### src/rtl/gpio_in_capture.sv
// gpio_in_capture: synchronizes and debounces GPIO pad inputs, latches
// per-bit edge events (write-1-to-clear) and raises a registered interrupt.
module gpio_in_capture #(
  parameter int WIDTH     = 16,
  parameter int DB_CYCLES = 4
) (
  input  logic             clk,
  input  logic             rst,
  input  logic [WIDTH-1:0] pin_in,
  input  logic [WIDTH-1:0] rise_en,
  input  logic [WIDTH-1:0] fall_en,
  input  logic [WIDTH-1:0] irq_mask,
  input  logic             clr_strobe,
  input  logic [WIDTH-1:0] clr_mask,
  output logic [WIDTH-1:0] level_out,
  output logic [WIDTH-1:0] event_out,
  output logic             irq
);

  localparam int              CW       = $clog2(DB_CYCLES + 1);
  localparam logic [CW-1:0]   CNT_LAST = CW'(DB_CYCLES - 1);

  logic [WIDTH-1:0] s1;
  logic [WIDTH-1:0] s2;
  logic [CW-1:0]    cnt [WIDTH];
  logic [WIDTH-1:0] update;
  logic [WIDTH-1:0] ev_set;
  logic [WIDTH-1:0] ev_clr;

  // Two-flop synchronizer on the raw pads; nothing downstream sees pin_in.
  // NOTE: sequential state uses <= so every flop samples pre-edge values;
  // blocking assignments here would collapse s1/s2 into a single stage.
  always_ff @(posedge clk or posedge rst) begin
    if (rst) begin
      s1 <= '0;
      s2 <= '0;
    end else begin
      s1 <= pin_in;
      s2 <= s1;
    end
  end

  // A bit commits when it has disagreed with level_out for DB_CYCLES edges.
  // NOTE: every always_comb output gets a default first so no path leaves
  // it unassigned, which would otherwise infer a latch.
  always_comb begin
    update = '0;
    for (int i = 0; i < WIDTH; i++) begin
      update[i] = (s2[i] != level_out[i]) && (cnt[i] == CNT_LAST);
    end
    ev_set = (update & s2 & rise_en) | (update & ~s2 & fall_en);
    ev_clr = clr_strobe ? clr_mask : '0;
  end

  // Per-bit debounce counters: run while s2 disagrees, clear on agreement or commit.
  // NOTE: the counter array is ordinary flops, not a RAM, so it is reset
  // with everything else; an unreset counter could commit a stale level.
  always_ff @(posedge clk or posedge rst) begin
    if (rst) begin
      for (int i = 0; i < WIDTH; i++) cnt[i] <= '0;
    end else begin
      for (int i = 0; i < WIDTH; i++) begin
        if (s2[i] == level_out[i] || update[i]) cnt[i] <= '0;
        else                                    cnt[i] <= cnt[i] + CW'(1);
      end
    end
  end

  // Debounced level; a committing bit takes the synchronized value.
  always_ff @(posedge clk or posedge rst) begin
    if (rst) level_out <= '0;
    else     level_out <= (level_out & ~update) | (s2 & update);
  end

  // Sticky events: a new set on the same edge beats a software clear.
  always_ff @(posedge clk or posedge rst) begin
    if (rst) event_out <= '0;
    else     event_out <= (event_out & ~ev_clr) | ev_set;
  end

  // Interrupt is registered from the current event and mask values.
  always_ff @(posedge clk or posedge rst) begin
    if (rst) irq <= 1'b0;
    else     irq <= |(event_out & irq_mask);
  end

endmodule

### config.mk
export PLATFORM = sky130hd
export DESIGN_NAME = gpio_in_capture
export DESIGN_NICKNAME = d
export VERILOG_FILES = /design/src/rtl/gpio_in_capture.sv
export SDC_FILE = /design/constraint.sdc
export NUM_CORES = 1
export LEC_CHECK = 0
export ABC_AREA = 0
export CAP_MARGIN = 20
export CORE_AREA = 4 4 147 78
export DETAILED_ROUTE_END_ITERATION = 10
export DIE_AREA = 0 0 151 82
export GPL_ROUTABILITY_DRIVEN = 0
export GPL_TIMING_DRIVEN = 0
export PLACE_DENSITY = 0.74
export SLEW_MARGIN = 10
export SYNTH_ARGS = -nofsm -noshare
export SYNTH_HDL_FRONTEND = slang
export SYNTH_SLANG_ARGS = --single-unit
### constraint.sdc
create_clock -name clk -period 3.7 [get_ports clk]
set_input_delay 0.37 -clock clk [delete_from_list [all_inputs] [get_ports clk]]
set_output_delay 0.37 -clock clk [all_outputs]
set_load 0.05 [all_outputs]
==> results of run 1 <==
cell families after synthesis:
logic type / synth area share, %
compound gates: 6.99
xor+xnor: 3.09
fa+ha+maj: 8.84
buf+inv: 3.07
flops: 62.4
mux: 3.98
simple gates: 11.6
through the flow:
stage	utilization (%)	total power (W)	cell area (µm²)	instances
after floorplan	-	0.00291	4530	365
after detailed placement	58.3	0.00347	5880	620
final	64.9	0.00522	6550	652
after global routing	64.9	0.00553	6550	652
after CTS	64.9	0.00530	6550	652
after global placement	58.0	0.00341	5850	619
how the worst min path moves through the flow:
stage                                to  depth (start not counted)
final                     event_out[14]                          2
after global routing      event_out[14]                          2
after CTS                 event_out[14]                          2
after detailed placement          s2[2]                          0
after global placement            s2[0]                          0
after floorplan                   s2[0]                          0
placed cells by master (no fill, tap or decap), drive strengths merged, types with 20 or more instances in the layout:
cell	Yosys	final
clkbuf	0	24
inv	33	33
a22o	20	20
nand2	32	32
nor2	48	48
clkdlybuf4s50	0	114
ha	32	32
dfrtp	113	113
power breakdown:
group	total (W)	internal, W	switching (W)
logic	0.00161	0.000676	0.000933
registers	0.00182	0.00158	0.000249
clock network	0.00179	0.00125	0.000535
metal layers:
metal | vias up | track usage [%] | share of wire (%)
li1 | 1494 | - | -
met1 | 1388 | 18.2 | 43
met2 | 42 | 25.7 | 51
met3 | 17 | 4.02 | 3.1
met4 | 0 | 8.05 | 2.5
met5 | - | 0 | 0
final cells by class:
type	instances	area, µm²
Clock inverter	8	146
Timing Repair Buffer	115	1170
Clock buffer	24	522
Sequential cell	113	2830
Tap cell	140	175
Inverter	33	129
Multi-Input combinational cell	217	1560
Fill cell	755	3540
Buffer	2	15.0
==> impl_metrics.json, run 1 <==
{
  "status": "finished, final reports clean",
  "antennaDiodeCount": 0,
  "dieArea_um2": 12400,
  "slew_viol_final": 0,
  "finalSetupViolCount": 0,
  "path_delay_family": "buffers and inverters",
  "period_minus_slack_ns": 2.05,
  "max_stage_delay_ns": 0.84,
  "rsz0062_at_grt": "false",
  "yosysWarningCount": 0,
  "critPathSlowestCell": "clkdlybuf4s50_1",
  "start_kind": "register",
  "fin_skew_ns": 0.00934,
  "vias": 2941,
  "io_buffers": 114,
  "syn_avg_cell_area_um2": 12.4,
  "avgViaCountPerCell": 4.51,
  "crit_chain": "clkdlybuf4s50_1",
  "rr_worst_depth": 3,
  "path_clk_slew_ns": 0.05,
  "clock_path_buffers": 2,
  "post_cts_buffers": 0,
  "seq_area_frac_synth_pct": 62.4,
  "die_w_um": 151,
  "clk_latency_ns": 0.40,
  "track_usage_pct": 15.3,
  "endpoint": "level_out[14]",
  "worstPathArrival_ns": 1.68,
  "ant_nets": 0,
  "ctsHoldBuffers": 0,
  "worstPathMaxFanout": 5,
  "finalHoldViolCount": 0,
  "synthArstFlopShare_pct": 100,
  "cts_tree": "built",
  "power.leakage_nw": 3.04,
  "crit_type": "register to output pin",
  "grt_max_degree": 88,
  "core_um2": 10100,
  "dr.pass1.iters": 4,
  "ctsResizeCount": 0,
  "worstReg2RegStart": "cnt[12]",
  "syn_to_final_growth_pct": 44.5,
  "syn_inst": 365,
  "worst_slew_pin_slew_ns": 0.528,
  "drt_iter0_drc": 61,
  "synth_ff_type": "dfrtp_1",
  "dp_slack_ns": 2.08,
  "cts_buffers": 17,
  "synth_edf_count": 0,
  "slew_headroom_pct": 64.7,
  "max_cap_viol_count": 0,
  "grt_pass1_wl_mm": 14.1,
  "clkSinkCount": 113,
  "drc_errors": 0,
  "start_util_pct": 44.9,
  "setup_slack_ns": 1.65,
  "yosys.cell_count.top_type": "dfrtp_1",
  "rows": 26,
  "crit_buf_inv": 1,
  "holdWs_ns": 0.292,
  "cp.depth": 1,
  "critPathCaptureType": "output pin",
  "synth.top_cell.area_share_pct": 62.4,
  "peakVddDrop_mv": 0.401,
  "cts_root_buf": "clkbuf_16",
  "antenna_found_initial": 0,
  "cts_htree_levels": 4,
  "grt_overflow_total": 0,
  "fmax_mhz": 488,
  "wl_mm": 8.77,
  "netlist_area_um2": 4530,
  "timing.critical_path.required_ns": 3.33,
  "ys_ff_latch": 113,
  "synth.area.top_cells": "dfrtp_1 62%, ha_1 8.8%, mux2_2 4.0%",
  "io_pins": 116,
  "min_path_type": "input port to async pin",
  "synth.cells.most_frequent": "113 x dfrtp_1, 48 x nor2_1, 33 x inv_1",
  "reg2reg_setup_slack_ns": 2.49,
  "synth.distinct_cells": 15,
  "chipHeight_um": 82,
  "tns_ns": 0,
  "drt-wirelength-per-cell_um": 13.4,
  "drive_gt1_share_pct": 11.1,
  "fin_crit_sh_pct": 55.4,
  "synth_top_area_cell": "dfrtp_1",
  "nets": 614,
  "grt_pass1_vias": 2972,
  "synth_fp_nets": 480,
  "powerDensity_nw_per_um2": 797,
  "place_hpwl_mm": 6.37
}
Note: power is estimated with default switching activity, not from simulation.
==> run 2: changes to the inputs <==
--- a/config.mk
+++ b/config.mk
@@ -7,12 +7,12 @@
 export LEC_CHECK = 0
 export ABC_AREA = 0
 export CAP_MARGIN = 20
-export CORE_AREA = 4 4 147 78
+export CORE_AREA = 4 4 149 79
 export DETAILED_ROUTE_END_ITERATION = 10
-export DIE_AREA = 0 0 151 82
+export DIE_AREA = 0 0 153 83
 export GPL_ROUTABILITY_DRIVEN = 0
 export GPL_TIMING_DRIVEN = 0
-export PLACE_DENSITY = 0.74
+export PLACE_DENSITY = 0.75
 export SLEW_MARGIN = 10
 export SYNTH_ARGS = -nofsm -noshare
 export SYNTH_HDL_FRONTEND = slang
==> constraint.sdc (replaced) <==
create_clock -name clk -period 1.7 [get_ports clk]
set_input_delay 0.17 -clock clk [delete_from_list [all_inputs] [get_ports clk]]
set_output_delay 0.17 -clock clk [all_outputs]
set_load 0.05 [all_outputs]
==> run 2 against run 1 <==
Effect of this change: worst setup slack worse by 1.5 ns; hold slack worse by 0.17 ns; final cell count is 1.1% higher; power is 100% higher; routed wire length is 5.5% higher; die area is 2.6% higher; critical path depth stayed put; non-clock buffer count is 2 higher; largest power group unchanged; clock-buffer cell count is 3 lower; critical endpoint is now event_out[3]; via count is 3.4% higher; clock power is 88% higher.
==> impl_metrics.json, run 2 (synthesized netlist as in run 1, its figures left out) <==
{
  "chipHeight_um": 83,
  "antennaDiodeCount": 0,
  "rr_worst_depth": 3,
  "max_stage_delay_ns": 0.56,
  "fmax_mhz": 646,
  "p_clk_share_pct": 31.5,
  "io_buffers": 114,
  "cts_htree_levels": 4,
  "powerDensity_nw_per_um2": 1660,
  "power_frac_seq_pct": 37.1,
  "timing.critical_path.required_ns": 1.53,
  "vias": 3041,
  "max_cap_viol_count": 0,
  "clock_path_buffers": 2,
  "rows": 27,
  "p_int_w": 0.00692,
  "crit_buf_inv": 1,
  "wl_mm": 9.25,
  "grt_pass1_vias": 3341,
  "path_clk_slew_ns": 0.05,
  "grt_pass1_wl_mm": 16.1,
  "rsz0062_at_grt": "false",
  "die_w_um": 153,
  "power_frac_comb_pct": 31.3,
  "slew_viol_final": 0,
  "slew_headroom_pct": 63.6,
  "critPathLaunch": "event_out[3]",
  "syn_to_final_growth_pct": 42.3,
  "period_minus_slack_ns": 1.55,
  "critPathSlowestCell": "dlygate4sd2_1",
  "drive_gt1_share_pct": 11.1,
  "finalHoldViolCount": 0,
  "fin_skew_ns": 0.0100,
  "dieArea_um2": 12700,
  "power.leakage_nw": 3.10,
  "nets": 616,
  "cts_tree": "built",
  "cts_buffers": 17,
  "grt_overflow_total": 0,
  "avgViaCountPerCell": 4.61,
  "fin_crit_sh_pct": 91.0,
  "reg2reg_setup_slack_ns": 0.45,
  "dr.pass1.iters": 4,
  "r2r_end": "irq",
  "place_hpwl_mm": 6.92,
  "peakVddDrop_mv": 0.851,
  "ctsHoldBuffers": 0,
  "worstReg2RegStart": "event_out[5]",
  "antenna_found_initial": 0,
  "final_common_cell": "dfrtp_1",
  "io_pins": 116,
  "track_usage_pct": 15.9,
  "worstPathMaxFanout": 3,
  "fin_cells": 659,
  "core_um2": 10600,
  "worstPathArrival_ns": 1.38,
  "start_util_pct": 42.7,
  "mostFrequentLayoutCells": "113 x dfrtp_1, 81 x clkdlybuf4s50_1, 48 x nor2_1",
  "worst_slew_pin_slew_ns": 0.548,
  "critPathCaptureType": "output pin",
  "status": "finished, final reports clean",
  "clkSinkCount": 113,
  "ant_nets": 0,
  "dp_cells": 627,
  "drt_iter0_drc": 158,
  "drt-wirelength-per-cell_um": 14.0,
  "swShare_pct": 35.3,
  "grt_max_degree": 37,
  "crit_chain": "dlygate4sd2_1",
  "min_path_type": "input port to async pin",
  "start_kind": "register",
  "fin_util_pct": 60.8,
  "clk_latency_ns": 0.40,
  "path_delay_family": "buffers and inverters",
  "cts_root_buf": "clkbuf_16",
  "finalSetupViolCount": 0,
  "crit_type": "register to output pin",
  "switching_power_w": 0.00377,
  "drc_errors": 0
}
run 2: cell count changes in the layout (fill, tap and decap cells not counted), moves of 2 or more:
cell,previous run,this run
clkdlybuf4s50_1,114,81
clkbuf_8,7,2
buf_12,0,3
clkinvlp_4,1,4
clkbuf_1,0,2
bufinv_16,4,2
dlygate4sd2_1,0,33
clkinv_2,2,6
run 2: layout make-up:
cell class              instances  area, µm²
fillers                       848       4160
flip-flops and latches        113       2830
multi-input cells             217       1560
repair buffers                117       1160
clock buffers                  21        460
well taps                     145        181
inverters                      33        128
clock inverters                11        113
plain buffers                   2       15.0
run 2: worst max-delay path by stage:
stage                         end  slack (ns)  depth (start not counted)
detailed placement   event_out[3]        0.26                          1
finish               event_out[3]        0.15                          1
floorplan               async pin        0.16                          1
global route         event_out[3]        0.07                          1
global placement    event_out[10]       -0.86                          2
CTS                  event_out[3]        0.11                          1
run 2: per-stage QoR:
stage          power [W]  cell area [µm²]  hold slack, ns  setup slack (ns)  TNS, ns
2_1_floorplan    0.00634             4530           0.201             0.159        0
3_3_place_gp     0.00740             5860           0.332            -0.859   -95.65
3_5_place_dp     0.00761             5920           0.335             0.256        0
4_1_cts           0.0109             6450           0.112             0.106        0
5_1_grt           0.0114             6450           0.130            0.0746        0
6_report          0.0107             6450           0.118             0.152        0
run 2: repair_timing:
item | 4_1_cts | 5_1_grt
setup buffers | 0 | 0
endpoints found under the setup margin | 33 | 0
gates resized for setup | 33 | 0
run 2: power groups by stage:
stage	clock [W]	combinational [W]	sequential, W
after global routing	0.00361	0.00371	0.00408
after detailed placement	0	0.00358	0.00403
after CTS	0.00346	0.00341	0.00398
final	0.00337	0.00335	0.00397
after global placement	0	0.00343	0.00397
after floorplan	0	0.00143	0.00490
run 2: routing by layer:
layer	up-vias	global-route usage (%)	part of all wire (%)
li1	1500	-	-
met1	1448	21.4	50
met2	78	23.9	44
met3	15	5.57	4.6
met4	0	6.22	1.3
met5	-	0	0
